File: src/rtl/key_load_pkg.sv
// Shared sizing and FSM state type for the serial key loader.
package key_load_pkg;

  localparam int unsigned KEY_W    = 16;
  localparam int unsigned MAX_FAIL = 3;
  localparam int unsigned IDX_W    = $clog2(KEY_W);
  // One extra count for the trailing parity beat.
  localparam int unsigned CNT_W    = $clog2(KEY_W + 1);

  typedef enum logic [1:0] {
    StIdle,
    StShift,
    StCheck,
    StCommit
  } state_e;

endpackage

File: src/rtl/key_load_ctrl_if.sv
// Serial key-load handshake between a key source and the loader.
interface key_load_ctrl_if;

  logic load_start;
  logic key_bit;
  logic key_valid;
  logic key_ready;

  modport master (
    output load_start,
    output key_bit,
    output key_valid,
    input  key_ready
  );

  modport slave (
    input  load_start,
    input  key_bit,
    input  key_valid,
    output key_ready
  );

endinterface

File: src/rtl/key_shadow_sr.sv
// Shadow register, beat counter and running parity for one serial key load.
module key_shadow_sr
  import key_load_pkg::*;
(
  input  logic             clk,
  input  logic             rst_n,
  input  logic             clear,
  input  logic             shift_en,
  input  logic             bit_in,
  output logic [KEY_W-1:0] shadow,
  output logic             last_beat,
  output logic             parity_err
);

  logic [CNT_W-1:0] beat_cnt;
  logic             parity;

  always_ff @(posedge clk) begin
    if (!rst_n || clear) begin
      shadow   <= '0;
      beat_cnt <= '0;
      parity   <= 1'b0;
    end else if (shift_en) begin
      if (beat_cnt < CNT_W'(KEY_W)) begin
        shadow[beat_cnt[IDX_W-1:0]] <= bit_in;
      end
      beat_cnt <= beat_cnt + CNT_W'(1);
      parity   <= parity ^ bit_in;
    end
  end

  // Next accepted beat is the parity bit.
  assign last_beat  = (beat_cnt == CNT_W'(KEY_W));
  // XOR over data and parity beats; nonzero means the even-parity check failed.
  assign parity_err = parity;

endmodule

File: src/rtl/key_load_ctrl.sv
// Serial key loader: shifts in a key plus even parity, commits it atomically to key_out.
module key_load_ctrl
  import key_load_pkg::*;
(
  input  logic             clk,
  input  logic             rst_n,
  key_load_ctrl_if.slave   bus,
  output logic [KEY_W-1:0] key_out,
  output logic             key_applied,
  output logic             busy,
  output logic             err,
  output logic [1:0]       fail_cnt,
  output logic             lockout
);

  state_e           state_q;
  logic             ready_q;
  logic [KEY_W-1:0] shadow;
  logic             last_beat;
  logic             parity_err;
  logic             clear;
  logic             shift_en;

  assign bus.key_ready = ready_q;

  // A start pulse restarts the shadow only where a load may (re)begin.
  assign clear    = bus.load_start && ((state_q == StIdle && !lockout) || state_q == StShift);
  assign shift_en = bus.key_valid && ready_q && !bus.load_start;

  key_shadow_sr u_shadow (
    .clk        (clk),
    .rst_n      (rst_n),
    .clear      (clear),
    .shift_en   (shift_en),
    .bit_in     (bus.key_bit),
    .shadow     (shadow),
    .last_beat  (last_beat),
    .parity_err (parity_err)
  );

  always_ff @(posedge clk) begin
    if (!rst_n) begin
      state_q     <= StIdle;
      ready_q     <= 1'b0;
      key_out     <= '0;
      key_applied <= 1'b0;
      busy        <= 1'b0;
      err         <= 1'b0;
      fail_cnt    <= '0;
      lockout     <= 1'b0;
    end else begin
      err <= 1'b0;
      unique case (state_q)
        StIdle: begin
          if (bus.load_start && !lockout) begin
            state_q <= StShift;
            ready_q <= 1'b1;
            busy    <= 1'b1;
          end
        end
        StShift: begin
          if (shift_en && last_beat) begin
            state_q <= StCheck;
            ready_q <= 1'b0;
          end
        end
        StCheck: begin
          if (!parity_err) begin
            state_q <= StCommit;
          end else begin
            state_q <= StIdle;
            busy    <= 1'b0;
            err     <= 1'b1;
            if (fail_cnt != 2'(MAX_FAIL)) begin
              fail_cnt <= fail_cnt + 2'd1;
            end
            if (fail_cnt == 2'(MAX_FAIL - 1)) begin
              lockout <= 1'b1;
            end
          end
        end
        StCommit: begin
          state_q     <= StIdle;
          busy        <= 1'b0;
          key_out     <= shadow;
          key_applied <= 1'b1;
          fail_cnt    <= '0;
        end
        default: begin
          state_q <= StIdle;
          ready_q <= 1'b0;
          busy    <= 1'b0;
        end
      endcase
    end
  end

endmodule

File: src/flat_wrapper.sv
// flat-port wrapper written by rule: the top's interface ports become plain ports
module key_load_ctrl_flat import key_load_pkg::*;
  (clk, rst_n, key_out, key_applied, busy, err, fail_cnt, lockout, bus_load_start, bus_key_bit, bus_key_valid, bus_key_ready);
  key_load_ctrl_if bus_i ();
  input  logic clk;
  input  logic rst_n;
  output logic [KEY_W-1:0] key_out;
  output logic key_applied;
  output logic busy;
  output logic err;
  output logic [1:0] fail_cnt;
  output logic lockout;
  input wire logic [$bits(bus_i.load_start)-1:0] bus_load_start;
  input wire logic [$bits(bus_i.key_bit)-1:0] bus_key_bit;
  input wire logic [$bits(bus_i.key_valid)-1:0] bus_key_valid;
  output wire logic [$bits(bus_i.key_ready)-1:0] bus_key_ready;
  assign bus_i.load_start = bus_load_start;
  assign bus_i.key_bit = bus_key_bit;
  assign bus_i.key_valid = bus_key_valid;
  assign bus_key_ready = bus_i.key_ready;
  key_load_ctrl u_core (.clk(clk), .rst_n(rst_n), .bus(bus_i), .key_out(key_out), .key_applied(key_applied), .busy(busy), .err(err), .fail_cnt(fail_cnt), .lockout(lockout));
endmodule
File: config.mk
export PLATFORM = sky130hd
export DESIGN_NAME = key_load_ctrl_flat
export DESIGN_NICKNAME = d
export VERILOG_FILES = /design/src/rtl/key_load_pkg.sv /design/src/rtl/key_load_ctrl_if.sv /design/src/rtl/key_shadow_sr.sv /design/src/rtl/key_load_ctrl.sv /design/src/flat_wrapper.sv
export SDC_FILE = /design/constraint.sdc
export NUM_CORES = 1
export LEC_CHECK = 0
export ABC_AREA = 0
export BUFFER_PORTS_ARGS = -buffer_cell sky130_fd_sc_hd__buf_4
export CORE_ASPECT_RATIO = 1.1
export CORE_MARGIN = 10
export CORE_UTILIZATION = 35
export CTS_BUF_LIST = sky130_fd_sc_hd__clkbuf_8
export CTS_CLUSTER_DIAMETER = 200
export DETAILED_ROUTE_END_ITERATION = 16
export HOLD_SLACK_MARGIN = 0.08
export PLACE_DENSITY = 0.61
export RECOVER_POWER = 100
export SLEW_MARGIN = 20
export SYNTH_ARGS = -nofsm -noshare
export SYNTH_HDL_FRONTEND = slang
export SYNTH_SLANG_ARGS = --single-unit
export TNS_END_PERCENT = 10
File: constraint.sdc
create_clock -name clk -period 1.3 [get_ports clk]
set_input_delay 0.26 -clock clk [delete_from_list [all_inputs] [get_ports clk]]
set_output_delay 0.26 -clock clk [all_outputs]
set_load 0.05 [all_outputs]
=== Yosys cells after proc, flatten, opt, wreduce, memory -nomap -nowiden ===
Cells that the tools add are included.
W data, S select, Z words.

* Add/subtract/negate cells: 2
* Order comparisons: 3
* Muxes and demuxes: 16
* Equality and inequality tests: 10
* Shift-type cells: 0
* Bitwise logic cells: 1
* Reduce and logical (&&, ||, !) cells: 23
* Divide/modulo/power cells: 0
* $mul: 0

{| class="wikitable"
|+ Operators with widths
! cell !! number
|-
| $bwmux W16 || 1
|-
| $reduce_and A3 Y1 || 4
|-
| $mux W2 || 5
|-
| $ne A2 B2 Y1 const B || 4
|-
| $pmux W2 S4 || 1
|-
| $logic_and A1 B1 Y1 || 7
|-
| $eq A2 B2 Y1 const B || 3
|-
| $reduce_and A2 Y1 || 3
|-
| $add A5 B1 Y5 const B || 1
|-
| $eq A5 B5 Y1 const B || 1
|-
| $lt A4 B5 Y1 const B || 1
|-
| $lt A5 B5 Y1 const B || 1
|-
| $mux W1 || 5
|-
| $demux W1 S4 || 1
|-
| $ge A4 B1 Y1 const B || 1
|-
| $pmux W2 S2 || 1
|-
| $reduce_bool A2 Y1 || 2
|-
| $logic_not A1 Y1 || 3
|-
| $pmux W1 S3 || 1
|-
| $reduce_bool A3 Y1 || 1
|-
| $add A2 B1 Y2 const B || 1
|-
| $eq A2 B1 Y1 const B || 1
|-
| $logic_not A2 Y1 || 1
|-
| $logic_or A1 B1 Y1 || 2
|-
| other kinds (3) || 3
|}

* Register bits after elaboration: 47
* Latch bits: 0
* Bits in writable memories: 0
* Output and inout bits: 23
* Memory bits (read-only): 0
* Logic and storage cells: 66
* Memories: 0

=== Longest topological paths before layout ===
* Word-level depth: 5
* Depth in mapped cells: 5
* Mapped depth without buffers: 5

=== By module ===
A second synthesis with hierarchy kept.

* Cells, all modules: 224
* Area total of the unflattened synthesis: 2,053.2 um^2

{| class="wikitable"
|+ By module, submodules not included
! module !! area an instance (um^2) !! sequential area each (um^2) !! times used !! cells an instance
|-
| key_load_ctrl || 1,032.2 || 500.5 || 1 || 117
|-
| key_shadow_sr || 1,021.0 || 440.4 || 1 || 107
|}

=== Least setup slack after synthesis ===
No wires, ideal clock.

* Kind: flip-flop to flip-flop
* Start: register u_core.ready_q (netlist: u_core.bus.key_ready)
* End: register u_core.u_shadow.shadow[15]
* Path slack: -0.270 ns
* Period minus slack after synthesis: 1.570 ns
* Data required time: 1.173 ns
* Setup time: 0.127 ns
* Cell stages (with the launch flop): 4
* Arrival time: 1.443 ns
* Cell sequence: dfxtp_1 -> nand4b_2 -> or3_4 -> mux2i_1

* Longest elaborated chain between the ends: 3

{| class="wikitable"
|+ RTL lines
! element !! line !! RTL
|-
| start: declaration || key_load_ctrl.sv:17 || <nowiki>logic ready_q;</nowiki>
|-
| start signal: assignment || key_load_ctrl.sv:44 || <nowiki>ready_q <= 1'b0;</nowiki>
|-
| start signal: assignment || key_load_ctrl.sv:57 || <nowiki>ready_q <= 1'b1;</nowiki>
|-
| start signal: assignment || key_load_ctrl.sv:64 || <nowiki>ready_q <= 1'b0;</nowiki>
|-
| $logic_and A1 B1 Y1 (2 in series) || key_load_ctrl.sv:28 || <nowiki>assign shift_en = bus.key_valid && ready_q && !bus.load_start;</nowiki>
|-
| $reduce_and A2 Y1 (no source line) || n/a ||
|-
| end signal: indexed assignment || key_shadow_sr.sv:25 || <nowiki>shadow[beat_cnt[IDX_W-1:0]] <= bit_in;</nowiki>
|-
| end: declaration || key_shadow_sr.sv:10 || <nowiki>output logic [KEY_W-1:0] shadow,</nowiki>
|}

No other way between the ends.
A chain may end at the register's enable or synchronous reset.

=== Worst setup path in the final report ===
* Start: register u_core.u_shadow.beat_cnt[0]
* End: register u_core.state_q[1]

* Longest elaborated chain between the ends: 4

{| class="wikitable"
|+ RTL lines
! element !! line !! RTL
|-
| start: declaration || key_shadow_sr.sv:15 || <nowiki>logic [CNT_W-1:0] beat_cnt;</nowiki>
|-
| start signal: assignment || key_shadow_sr.sv:27 || <nowiki>beat_cnt <= beat_cnt + CNT_W'(1);</nowiki>
|-
| $eq A5 B5 Y1 || key_shadow_sr.sv:33 || <nowiki>assign last_beat = (beat_cnt == CNT_W'(KEY_W));</nowiki>
|-
| $logic_and A1 B1 Y1 || key_load_ctrl.sv:62 || <nowiki>if (shift_en && last_beat) begin</nowiki>
|-
| $ne A2 B2 Y1 (no source line) || n/a ||
|-
| $reduce_and A2 Y1 (no source line) || n/a ||
|-
| end signal: assignment || key_load_ctrl.sv:63 || <nowiki>state_q <= StCheck;</nowiki>
|-
| end signal: assignment || key_load_ctrl.sv:69 || <nowiki>state_q <= StCommit;</nowiki>
|-
| end signal: assignment || key_load_ctrl.sv:71 || <nowiki>state_q <= StIdle;</nowiki>
|-
| end: declaration || key_load_ctrl.sv:16 || <nowiki>state_e state_q;</nowiki>
|}

No other way between the ends.

==> summary.md <==
| Metric | Value |
|---|---|
| FF+latch area | `950.9 um^2` |
| Largest net degree at the start of global routing | `20` |
| Synth top area cells | `dfxtp_1, mux2i_1, nand2_1, o211ai_1, a21oi_1` |
| Nets | `274` |
| Final global-route overflow total | `0` |
| Starting DRT DRC Count | `117` |
| Final period utilization | `0.9828` |
| Syn Std Cell Area | `2093 um^2` |
| Setup Fix Bufs, Post-CTS | `0` |
| Slowest cell on crit path | `or4_1` |
| GRT met1 Usage | `0.1217` |
| Hold_buf cts | `0` |
| Met2 GRT Util | `0.1799` |
| CP Cell Sequence | `inv_1, ha_2, nand2_1, or4_1, o32ai_1` |
| Reg-to-reg slack, setup | `20 ps` |
| Finished Layout Cells | `341` |
| Required @ worst endpoint | `1510 ps` |
| Hold Crit Depth | `3` |
| Maxcap violations | `0` |
| Worst path arrival time | `1490 ps` |
| Placed cells | `333` |
| Unrepaired setup endpoints after global routing | `yes` |
| Syn nets | `239` |
| IO buf count | `27` |
| CP Buf/Inv Count | `1` |
| Top-area cell type share of the netlist area | `0.4495` |
| Final Cell Area | `2527 um^2` |
| Drt wl/cell | `13.98 um` |
| Final HPWL DP | `3.384 mm` |
| Crit path max-delay family | `simple AND/OR/NAND/NOR gates` |
| R2R cell count | `5` |
| Count leader, synth | `dfxtp_1` |
| Setup crit end kind | `flip-flop` |
| # setup viols final | `0` |
| Root buffer cell | `clkbuf_8` |
| Leak pwr | `1.044 nW` |
| Max Freq | `782.7 MHz` |
| Post-Synthesis Cells | `228` |
| Top post-synthesis cells by count | `dfxtp_1, nand2_1, a21oi_1, mux2i_1, o211ai_1` |
| GRT busiest layer | `met2` |
| Post-synthesis area per instance | `9.181 um^2` |
| Placed cell areas | `2474 um^2` |
| First-pass GRT wire length | `8.190 mm` |
| Post-synth top area cell | `dfxtp_1` |
| Register area share after synthesis | `0.4495` |
| WP depth | `5` |
| Area Growth Syn to Fin | `20.74%` |
| DR vias/cell | `4.977` |
| Pwr dens | `1014 nW/um^2` |
| Netlist cell types | `42` |
| Reg-to-reg startpoint | `u_core.u_shadow.beat_cnt[0]` |
| Crit path largest cell delay | `400 ps` |
| Critical-path maximum fanout | `4` |
| CTS buffer count | `5` |
| Worst relative slew slack | `0.7731` |
| H-tree levels | `2` |
| Setup Crit Path Kind | `reg2reg` |
| Multi-input gate area | `1067 um^2` |
| Initial Util | `0.3606` |
| Critical Path Start Type | `flip-flop` |
| Hold worst-path end | `u_core.bus.key_ready` |
| Core area | `5806 um^2` |
| Placer Congestion | `0.8036` |
| Vias in the first global route | `1718` |
| Pre-antenna DRT Iters | `4` |
| Clock Path Buffers | `2` |
| Vias | `1697` |
| Worst hold path class | `in2reg` |
| Max-slew violations | `0` |
| EDFF count, synth | `0` |
| CTS tree | `built` |
| # rows | `29` |
| DRC Markers | `0` |
| Die area | `9478 um^2` |
| Fin. Hold Viols | `0` |
| Tmin final | `1278 ps` |
| Clk sinks | `47` |
| I/O pin cnt | `28` |
| Routed WL | `4.766 mm` |
| Slew @ Worst Pin | `335.6 ps` |
| Ant diodes | `0` |
| Status | `completed` |
| Ratio of cells with drive above 1 in the final layout | `0.2614` |
| Max VDD drop | `0.3993 mV` |
| Met3 Use GR | `0.02310` |
| Count of state elements after synthesis | `47` |
| Reg clk slew, reported paths | `80 ps` |
| Asr flop ratio synth | `0` |
| Filler instances | `590` |
| Worst skew pair latency | `300 ps` |
| Global Route Usage Sum | `0.1048` |
| Synth Flop Type | `dfxtp_1` |
| Initial antenna violation count | `0` |
| Synthesis Warnings | `0` |
| Die height | `101.1 um` |
| Setup Skew | `7.984 ps` |
| Remaining antenna violation count | `0` |
| Chip width | `93.74 um` |
| Hold_sp | `bus_load_start` |
| Worst reg2reg endpoint | `u_core.state_q[1]` |
[tightest hold or removal path, cell delays in order]
cell and delay [ps]:
buf_4 130, nor3b_1 60, a21oi_1 130
[metal layers]
metal	vias to the layer above	wire (um)
li1	879	-
met1	795	2226
met2	17	2371
met3	6	98
met4	0	69
met5	-	0
[how the worst max path moves through the flow]
stage,to,slack [ps],from
2_1_floorplan,u_core.u_shadow.shadow[15],-50,u_core.u_shadow.beat_cnt[1]
3_3_place_gp,u_core.u_shadow.shadow[15],10,u_core.u_shadow.beat_cnt[0]
3_5_place_dp,u_core.u_shadow.shadow[15],-20,u_core.u_shadow.beat_cnt[0]
4_1_cts,u_core.u_shadow.shadow[15],2,u_core.u_shadow.beat_cnt[1]
5_1_grt,u_core.state_q[1],-40,u_core.u_shadow.beat_cnt[0]
6_report,u_core.state_q[1],20,u_core.u_shadow.beat_cnt[0]
[placed cells by master, fill, tap and decap left out, types with 2 or more instances in the layout]
cell type / n
inv_1: 4
nand3_1: 13
mux2i_1: 17
clkbuf_8: 6
a21oi_1: 21
o32ai_1: 2
ha_1: 4
o21ai_0: 5
clkbuf_2: 21
buf_4: 20
dfxtp_2: 5
nand4_1: 3
nor2b_1: 4
nand2_1: 36
o211ai_1: 16
xor2_1: 2
nor2_1: 10
dfxtp_1: 41
clkbuf_4: 2
[flip-flops by register name, summed over array words and instances, names as in the netlist]
register	count
u_core.u_shadow.shadow	16
u_core.key_out	16
u_core.bus.key_ready	1
u_core.fail_cnt	2
u_core.busy	1
u_core.u_shadow.beat_cnt	5
u_core.key_applied	1
u_core.state_q	2
u_core.err	1
u_core.u_shadow.parity_err	1
u_core.lockout	1
[kinds of logic (layout without fill, tap and decap cells)]
| kind of cell | after synthesis | after routing | synth area share |
|---|---|---|---|
| flops | 47 | 47 | 0.4495 |
| simple gates | 84 | 84 | 0.2152 |
| fa+ha+maj | 6 | 6 | 0.03586 |
| mux | 17 | 17 | 0.08129 |
| xor+xnor | 3 | 3 | 0.01255 |
| compound gates | 49 | 49 | 0.1536 |
| buf+inv | 22 | 58 | 0.05200 |
[through the flow]
step | hold WS, ps | utilization | power (mW) | setup TNS (ps) | setup WS, ps
4_1_cts | 320.2 | 0.4438 | 2.597 | 0 | 2.178
6_report | 324.0 | 0.4353 | 2.562 | 0 | 22.30
3_3_place_gp | 443.9 | 0.4261 | 1.654 | 0 | 13.42
2_1_floorplan | 432.2 | - | 1.595 | -272.5 | -47.01
5_1_grt | 356.5 | 0.4353 | 2.678 | -94.33 | -38.62
3_5_place_dp | 446.8 | 0.4261 | 1.657 | -18.18 | -18.18
[area by class of cell]
type                       instances  share of cell area
sequential                        47              0.3762
timing repair buffer              46              0.1183
clock buffer                       6             0.03267
inverter                           4            0.005941
multi-input combinational        159              0.4223
tap                               77             0.03812
clock inverter                     2            0.006436
[report_power, final]
part / switching (mW) / total [mW] / internal [mW] / leakage [nW]
Sequential: 0.0119 / 1.46 / 1.45 / 0.382
Combinational: 0.105 / 0.159 / 0.0539 / 0.614
Clock: 0.507 / 0.942 / 0.435 / 0.0474
[what timing repair did]
| item | 4_1_cts | 5_1_grt |
|---|---|---|
| endpoints found under the hold margin | 0 | 0 |
| gates resized for setup | 2 | 6 |
| setup endpoints to repair | 3 | 8 |
Power figures use the tool's default switching activity.
